[src/rtl/cp0_intc.sv]
// cp0_intc: coprocessor-0 interrupt/exception unit.
//
// Masks level-sensitive device interrupts through SR, raises a single
// take-exception request to the pipeline, records EPC and ExcCode on entry,
// and exposes SR/Cause/EPC/PRId to mfc0/mtc0. eret clears the exception level.
//
// Ports:
//   clk      clock
//   rst      synchronous active-high reset
//   we       mtc0 write strobe
//   addr     CP0 register number (12 SR, 13 Cause, 14 EPC, 15 PRId)
//   din      mtc0 write data
//   dout     mfc0 read data, combinational from addr
//   pc       PC of the interrupted/faulting instruction (bits [1:0] ignored)
//   hwint    device interrupt lines, level-high, bit 0 = timer
//   exc      synchronous exception request
//   exccode  exception code accompanying exc
//   eret     return-from-exception strobe
//   int_req  take-exception request, combinational
//   epc      current EPC
module cp0_intc #(
  parameter logic [31:0] PRID = 32'h0000_5A01
) (
  input  logic        clk,
  input  logic        rst,
  input  logic        we,
  input  logic [4:0]  addr,
  input  logic [31:0] din,
  output logic [31:0] dout,
  input  logic [31:0] pc,
  input  logic [5:0]  hwint,
  input  logic        exc,
  input  logic [4:0]  exccode,
  input  logic        eret,
  output logic        int_req,
  output logic [31:0] epc
);

  localparam logic [4:0] AddrSr    = 5'd12;
  localparam logic [4:0] AddrCause = 5'd13;
  localparam logic [4:0] AddrEpc   = 5'd14;
  localparam logic [4:0] AddrPrid  = 5'd15;

  // Only the architecturally defined fields are stored; everything else reads 0.
  logic [5:0]  im_q;
  logic        exl_q;
  logic        ie_q;
  logic [5:0]  ip_q;
  logic [4:0]  exccode_q;
  logic [31:2] epc_q;

  logic        hw_pend;
  logic [31:0] sr_val;
  logic [31:0] cause_val;
  logic [31:0] epc_val;

  assign hw_pend = (|(hwint & im_q)) & ie_q & ~exl_q;
  assign int_req = hw_pend | (exc & ~exl_q);

  assign sr_val    = {16'b0, im_q, 8'b0, exl_q, ie_q};
  assign cause_val = {16'b0, ip_q, 3'b0, exccode_q, 2'b00};
  assign epc_val   = {epc_q, 2'b00};
  assign epc       = epc_val;

  always_comb begin
    dout = 32'b0;
    case (addr)
      AddrSr:    dout = sr_val;
      AddrCause: dout = cause_val;
      AddrEpc:   dout = epc_val;
      AddrPrid:  dout = PRID;
      default:   dout = 32'b0;
    endcase
  end

  always_ff @(posedge clk) begin
    if (rst) begin
      im_q      <= 6'b0;
      exl_q     <= 1'b0;
      ie_q      <= 1'b0;
      ip_q      <= 6'b0;
      exccode_q <= 5'b0;
      epc_q     <= 30'b0;
    end else begin
      ip_q <= hwint;
      if (int_req) begin
        // Entry cycle: any concurrent mtc0 is dropped; hardware interrupt
        // takes priority over a simultaneous synchronous exception.
        exl_q     <= 1'b1;
        epc_q     <= pc[31:2];
        exccode_q <= hw_pend ? 5'd0 : exccode;
      end else begin
        if (we && addr == AddrSr) begin
          im_q  <= din[15:10];
          exl_q <= din[1];
          ie_q  <= din[0];
        end
        if (we && addr == AddrEpc) begin
          epc_q <= din[31:2];
        end
        // Placed after the SR write so eret overrides a written EXL.
        if (eret) begin
          exl_q <= 1'b0;
        end
      end
    end
  end

endmodule

[config.mk]
export PLATFORM = sky130hd
export DESIGN_NAME = cp0_intc
export DESIGN_NICKNAME = d
export VERILOG_FILES = /design/src/rtl/cp0_intc.sv
export SDC_FILE = /design/constraint.sdc
export NUM_CORES = 1
export LEC_CHECK = 0
export CORE_MARGIN = 5
export CORE_UTILIZATION = 38
export CTS_CLUSTER_SIZE = 30
export DETAILED_ROUTE_END_ITERATION = 8
export GPL_TIMING_DRIVEN = 0
export PLACE_DENSITY = 0.81
export SLEW_MARGIN = 20
export SYNTH_ARGS = -nofsm -noshare
export SYNTH_HDL_FRONTEND = slang
export SYNTH_SLANG_ARGS = --single-unit
export TNS_END_PERCENT = 20
[constraint.sdc]
create_clock -name clk -period 1.85 [get_ports clk]
set_clock_uncertainty 0.05 [all_clocks]
set_input_delay 0.37 -clock clk [delete_from_list [all_inputs] [get_ports clk]]
set_output_delay 0.37 -clock clk [all_outputs]
set_load 0.03 [all_outputs]
; ---- Yosys cells after proc, flatten, opt, wreduce, memory -nomap -nowiden
; Cells that the tools add are included.
[totals]
out_inout_bits = 65
ff_bits = 49
inputBits = 85
[classes]
n_eq_ne = 4
n_reduce_logical = 6
mux = 7
n_bitwise = 7
[op_table]
columns = cell, n
row1 = $pmux 32 s4, 1
row2 = $mux 30, 2
row3 = $eq 5x4->1 const B, 4
row4 = $and 6x6->6, 1
row5 = $reduce_or 6->1, 1
row6 = $mux 5, 1
row7 = $and 1x1->1, 3
row8 = $mux 1, 3
row9 = $reduce_bool 3->1, 1
row10 = $logic_and 1x1->1, 2
row11 = $not 1->1, 2
row12 = $reduce_and 2->1, 1
row13 = $reduce_bool 2->1, 1
row14 = $or 1x1->1, 1

; ---- Logic depth before layout (Yosys ltp)
; Gate-level depths: netlist of run 1.
[depth]
word_depth = 7
depth_mapped = 6
ltp_nobuf = 5

; ---- Least setup slack after synthesis of run 1
; No wires, ideal clock.
[synth_path]
path_type = input to output
start = input addr[0]
end = output dout[2]
path_stages = 5
slack_ns = -0.105
required_time_ns = 1.430
arrival_time_ns = 1.535
path_cell_list = clkbuf_1 nor2b_1 clkbuf_1 a22oi_1 nor2_1
[synth_via]
elab_chain_len = 2
word_cells_on_any_way = 5
[synth_rtl]
columns = element, line
row1 = from (decl), 27  ; input logic [4:0] addr,
row2 = $eq 5x4->1, 67  ; case (addr)
row3 = $pmux 32 s4 *, 67
row4 = to (decl), 29  ; output logic [31:0] dout,
; Mark *: on every way between the ends. The rest lies on a longest branch, timed or not.

; ---- Worst setup path after layout of run 1
[layout_path]
start = input hwint[3]
end = output int_req
[layout_via]
elab_chain_len = 5
[layout_rtl]
columns = element, line
row1 = from (decl), 31  ; input logic [5:0] hwint,
row2 = $and 6x6->6, 57  ; assign hw_pend = (|(hwint & im_q)) & ie_q & ~exl_q;
row3 = $reduce_or 6->1, 57
row4 = $and 1x1->1 (2 in series), 57
row5 = $or 1x1->1, 58  ; assign int_req = hw_pend | (exc & ~exl_q);
row6 = to (decl), 35  ; output logic int_req,
; No other way between the ends.

==> summary.txt, run 1 <==
Detailed routing
  – DRC violations left: 0
  – Drt initial violations: between 100 and 150
  – Wirelength per Cell: 18.5 microns
  – Vias post-DR: approximately 2800
  – Router iterations before antenna repair: 4
  – Post-route ant nets: 0
  – Vias per Instance: 5.33
  – Drt total wl: ~10 mm

Global routing
  – Gr ovfl total: 0
  – First-pass GRT wire length: 15.6 mm
  – GRT Overall Usage: 22.9%
  – Antenna violations before repair: 0
  – Pin count of the biggest net entering global routing: 17
  – Vias in the first global route: between 3000 and 4000

Die
  – Initial Util: between 30% and 40%
  – Die height: ~91 microns
  – Boundary Pins: 150
  – Die ar.: 8310 sq um
  – CORE AREA: ~6400 sq um
  – Num rows: 29
  – Die Span X: a little over 90 microns

Logic synthesis
  – Post-synthesis async set-or-reset flop share: 0%
  – Cell variety after synth: 32
  – Synth warn: 0
  – Mapped Cells: between 200 and 300
  – Mean Syn Cell Area: a little under 9 sq um
  – Main flop type after synthesis: dfxtp_1
  – Post-synth EDFFs: 0
  – Syn Std Cell Area: 2500 sq um
  – Register bit total from synthesis: 49
  – Post-synthesis sequential area ratio: between 30% and 40%

STA
  – F_max: 533 MHz
  – Setup Viol. Count Final: 1
  – Worst-Margin Slew: 597 ps
  – Total count of max-transition violations in the final report: 0
  – RSZ-0062 raised after global routing: yes
  – Final hold vios: 0
  – Slew HR: 60.2%
  – Setup TNS: -25.2 ps
  – Final worst setup slack: -25.2 ps
  – Final worst path period share: 101%
  – Final min period: around 1900 ps

Clocking
  – CTS H-tree lvls: 2
  – CTS Hold Bufs: 0
  – Reg clk slew, reported paths: around 100 ps
  – Clk Latency, worst-skew pair: 310 ps
  – TritonCTS clock tree: done
  – Root buffer cell: clkbuf_8
  – Clk sinks: just under 50
  – CTS Buffer Depth: 2
  – TritonCTS buffer count: 5

Pwr
  – Power Dens Cells: a little over 600 nW/um^2
  – Pleak: between 1.5 and 2 nW
  – Maximum VDD drop: 0.370 mV

Critical path
  – CP Class: primary input to output port
  – Crit path arrival time: roughly 1500 ps
  – Worst-path maximum fanout: 3
  – Startpoint Class: primary input
  – Worst endpoint required time: around 1400 ps
  – CP endpoint kind: output port

Place
  – Post-DP HPWL: approximately 7 mm
  – Buffers on Ports: ~140
  – Placer Congestion: 0.780

Outcome
  – Violated checks: negative setup slack
  – Status: finished with violations

Final layout
  – Final Util: between 60% and 70%
  – Layout cells sized above 1: 25.3%
  – Commonest non-fill, non-tap cell in the layout: clkdlybuf4s50_1
  – Filler Cells Inserted: roughly 540
  – Most frequent cells in the layout: clkdlybuf4s50_1 (95), nor2_1 (50), dfxtp_1 (47)
  – # diodes: 0
  – Nets@finish: between 500 and 600
  – Area Growth Syn to Fin: 76.8%

Run
  – Max cap viols: 0

Worst hold path
  – Hold WC Path Type: primary input to register
[layer usage]
metal / GRT usage (%) / vias up / wire, microns
li1: - / 1344 / -
met1: 27.2 / 1345 / 4040
met2: 39.3 / 119 / 4820
met3: 7.60 / 8 / 825
met4: 6.60 / 0 / 109
met5: 0 / - / 0
[path summary, 6_finish.rpt]
kind,startpoint,to,slack [ps],cells past startpoint
worst max-delay path,hwint[3],int_req,-30,5
worst min-delay path,hwint[5],ip_q[5],300,2
worst min register to register,im_q[2],im_q[2],470,2
worst max register to register,im_q[0],epc_q[9],70,6
[critical path: stages]
cell and delay (ps):
dlygate4sd2_1 280, a221o_1 340, o31ai_4 230, inv_2 80, buf_6 150
[cell families after synthesis]
group                  Yosys count  share of synthesized area, %
AOI/OAI and AO/OA               65                          18.7
buffers and inverters           30                          6.60
DFF                             49                          39.2
muxes                           41                          16.5
other                            1                         0.150
and+or+nand+nor                 97                          18.8
[state kept, by name, indices dropped and copies added, names as in the netlist]
name / count
epc_q: 30
im_q: 6
ip_q: 6
exccode_q: 5
exl_q: 1
ie_q: 1
[cell type report]
class                      count  area [sq um]  share of cell area, %
buffer                        28           260                   5.88
clock buffer                   5          68.8                   1.55
clock inverter                 3          46.3                   1.05
inverter                       2          7.51                  0.170
multi-input combinational    205          1460                   33.0
sequential                    49           983                   22.2
tap                           77          96.3                   2.18
timing repair buffer         159          1500                   34.0
[stage by stage]
| stage | instance area [sq um] | power [mW] | cells | setup slack (ps) | hold slack (ps) |
|---|---|---|---|---|---|
| 2_1_floorplan | 2510 | 1.51 | 284 | -105 | 411 |
| 3_5_place_dp | 4050 | 1.87 | 505 | -1460 | 437 |
| 6_report | 4430 | 2.70 | 528 | -25.2 | 296 |
| 4_1_cts | 4380 | 2.70 | 527 | -84.7 | 380 |
| 3_3_place_gp | 4050 | 1.86 | 505 | -1420 | 429 |
| 5_1_grt | 4430 | 2.81 | 528 | -79.2 | 318 |
[Yosys cell counts, types with 5 or more instances]
cell type   n  area, sq um
a211oi_1   28          210
a21oi_1    11         55.1
a22oi_1     5         37.5
and3_1     21          131
buf_4       7         52.6
clkbuf_1   14         52.6
dfxtp_1    49          981
mux2i_1    38          380
nand3_1     8         40.0
nor2_1     51          191
nor2b_1     8         50.1
o21ai_0     8         40.0
[where the power goes]
part | internal [mW] | switching (mW) | total, mW
Combinational | 0.379 | 0.348 | 0.727
Clock | 0.406 | 0.397 | 0.802
Sequential | 1.12 | 0.0516 | 1.17
Total | 1.91 | 0.796 | 2.70
[timing repair]
item                       CTS  global route
setup endpoints to repair   71            55
pin swaps                    6             6
resized for setup          256            23
buffers inserted            10             1
cloned                       4             0
No activity file was read; power rests on OpenSTA's default activity.
==> run 2, diff against run 1 <==
Settings changed: CORE_UTILIZATION 38 to 34, PLACE_DENSITY 0.81 to 0.77.
Clock period 1.85 ns to 1.6 ns, I/O delays scaled along.
==> run 2 against run 1 <==
The flow still finishes with violations (negative setup slack). Sequential power up 16%. Combinational power up 14%. Cell count up 3.6%.
==> summary.txt, run 2 (synthesis gave the netlist of run 1 again) <==
Detailed routing
  – Drt total wl: 9.79 mm (about the same)
  – Met1 WL: 4.34 mm (+7.6%)
  – Router iterations before antenna repair: 4 (unchanged)
  – Drt initial violations: 125 (+12%)
  – DRC violations left: 0 (unchanged)
  – Met3 routed WL: 667 microns (-19%)
  – Top Layer Used: met4
  – Met2 WL: 4.60 mm (-4.4%)
  – Wirelength per Cell: 17.9 microns (-3.5%)
  – Vias per Instance: 5.02 (-5.8%)
  – Vias post-DR: 2747 (-2.5%)
  – Post-route ant nets: 0 (unchanged)

Final layout
  – # diodes: 0 (unchanged)
  – Nets@finish: 532 (-0.56%)
  – Filler Cells Inserted: 641 (+18%)
  – Area Growth Syn to Fin: 83.1%
  – Final Util: 63.5% (-5.8 points)
  – Post-route insts no fill: 547 (+3.6%)
  – Layout cells sized above 1: 30.4% (+5.1 points)
  – Top reg by flops: epc_q
  – Largest regs: epc_q (30), im_q (6), ip_q (6)
  – Most frequent cells in the layout: clkdlybuf4s50_1 (69), dfxtp_1 (41), nor2_1 (39)
  – Max FFs per register: 30 (unchanged)
  – Commonest non-fill, non-tap cell in the layout: clkdlybuf4s50_1

Die
  – CORE AREA: 7210 sq um (+13%)
  – Die Span X: 95.8 microns (+5.1%)
  – Die ar.: 9180 sq um (+10%)
  – Boundary Pins: 150 (unchanged)
  – Initial Util: 34.7% (-4.5 points)
  – Num rows: 31 (+6.9%)
  – Die height: 95.8 microns (+5.1%)

Clocking
  – Clk Latency, worst-skew pair: 310 ps (about the same)
  – Reg clk slew, reported paths: 100 ps (about the same)
  – CTS Hold Bufs: 0 (unchanged)
  – Clk sinks: 49 (unchanged)
  – TritonCTS buffer count: 5 (unchanged)
  – TritonCTS clock tree: done
  – CTS Buffer Depth: 2 (unchanged)
  – Root buffer cell: clkbuf_8
  – CTS H-tree lvls: 2 (unchanged)

STA
  – Setup Viol. Count Final: 57 (+56)
  – Slew HR: 60.3% (+0.12 points)
  – Setup TNS: -3530 ps (-3500 ps)
  – F_max: ~550 MHz
  – Fin Hold WS: 221 ps (-75.5 ps)
  – Total count of max-transition violations in the final report: 0 (unchanged)
  – Final hold vios: 0 (unchanged)
  – RSZ-0062 raised after global routing: yes
  – Worst-Margin Slew: 596 ps (-1.73 ps)
  – Final worst path period share: 114%
  – Final min period: 1820 ps
  – Final worst setup slack: -218 ps (-193 ps)

Critical path
  – CP Class: register to output port
  – Crit path from: im_q[0]
  – Crit path arrival time: 1450 ps (about the same)
  – Worst-path maximum fanout: 3 (unchanged)
  – Worst endpoint required time: 1230 ps (-200 ps)
  – Startpoint Class: register
  – RR Startpoint: im_q[0]
  – CP endpoint kind: output port

Global routing
  – GRT Overall Usage: 21.2% (-1.7 points)
  – Vias in the first global route: 2849 (-5.8%)
  – Antenna violations before repair: 0 (unchanged)
  – First-pass GRT wire length: 15.0 mm (-3.9%)
  – Gr ovfl total: 0 (unchanged)
  – Pin count of the biggest net entering global routing: 16 (-1)

Run
  – Max cap viols: 0 (unchanged)

Pwr
  – Maximum VDD drop: 0.354 mV (-4.2%)
  – Pleak: 1.91 nW (+5.7%)
  – Power Total: 3.24 mW (+20%)
  – Power Dens Cells: 706 nW/um^2 (+16%)

Place
  – Placer Congestion: 0.831 (+6.5%)
  – Buffers on Ports: 144 (unchanged)
  – Post-DP HPWL: 7.14 mm (about the same)
  – Placed cells: 527 (+4.4%)

Outcome
  – Violated checks: negative setup slack
  – Status: finished with violations

Worst hold path
  – Hold WC Path Type: primary input to register
  – HP Start: hwint[2]
run 2: final cells by class:
type                    count  area (sq um)  share of cell area, %
flip-flops and latches     49           991                   21.6
clock inverters             3          65.1                   1.42
plain buffers              28           284                   6.20
well taps                  99           124                   2.70
clock buffers               5          68.8                   1.50
multi-input cells         205          1530                   33.4
inverters                   2          7.51                  0.164
repair buffers            156          1510                   33.0
run 2: power breakdown:
group	internal, mW	switching [mW]	total (mW)
sequential	1.30	0.0595	1.36
combinational	0.418	0.413	0.831
clock	0.621	0.426	1.05
total	2.34	0.898	3.24
run 2: path summary, 6_finish.rpt:
check / slack [ps] / cells past startpoint / end
max: -220 / 4 / int_req
min: 220 / 2 / ip_q[2]
max reg2reg: -120 / 6 / epc_q[8]
min reg2reg: 460 / 2 / im_q[4]
run 2: layer usage:
| metal | up-vias | track usage [%] |
|---|---|---|
| met3 | 15 | 5.39 |
| met4 | 0 | 6.16 |
| li1 | 1345 | - |
| met1 | 1261 | 26.9 |
| met2 | 126 | 35.4 |
| met5 | - | 0 |
run 2: timing repair:
| action | 4_1_cts | 5_1_grt |
|---|---|---|
| endpoints found under the hold margin | 0 | 0 |
| resized for setup | 329 | 20 |
| pin swaps | 14 | 7 |
| gates cloned | 3 | 0 |
| buffers inserted | 8 | 1 |
| setup endpoints to repair | 106 | 74 |
run 2: metrics by stage:
step | area [sq um] | worst slack, ps
floorplan | 2550 | -34.3
global placement | 4120 | -1550
detailed placement | 4120 | -1570
CTS | 4540 | -281
global route | 4580 | -266
finish | 4580 | -218
run 2: worst max-delay path, stage by stage (launching register included):
cell	delay, ps
dfxtp_2	350
a22o_1	280
o31ai_4	290
inv_2	80
buf_6	140
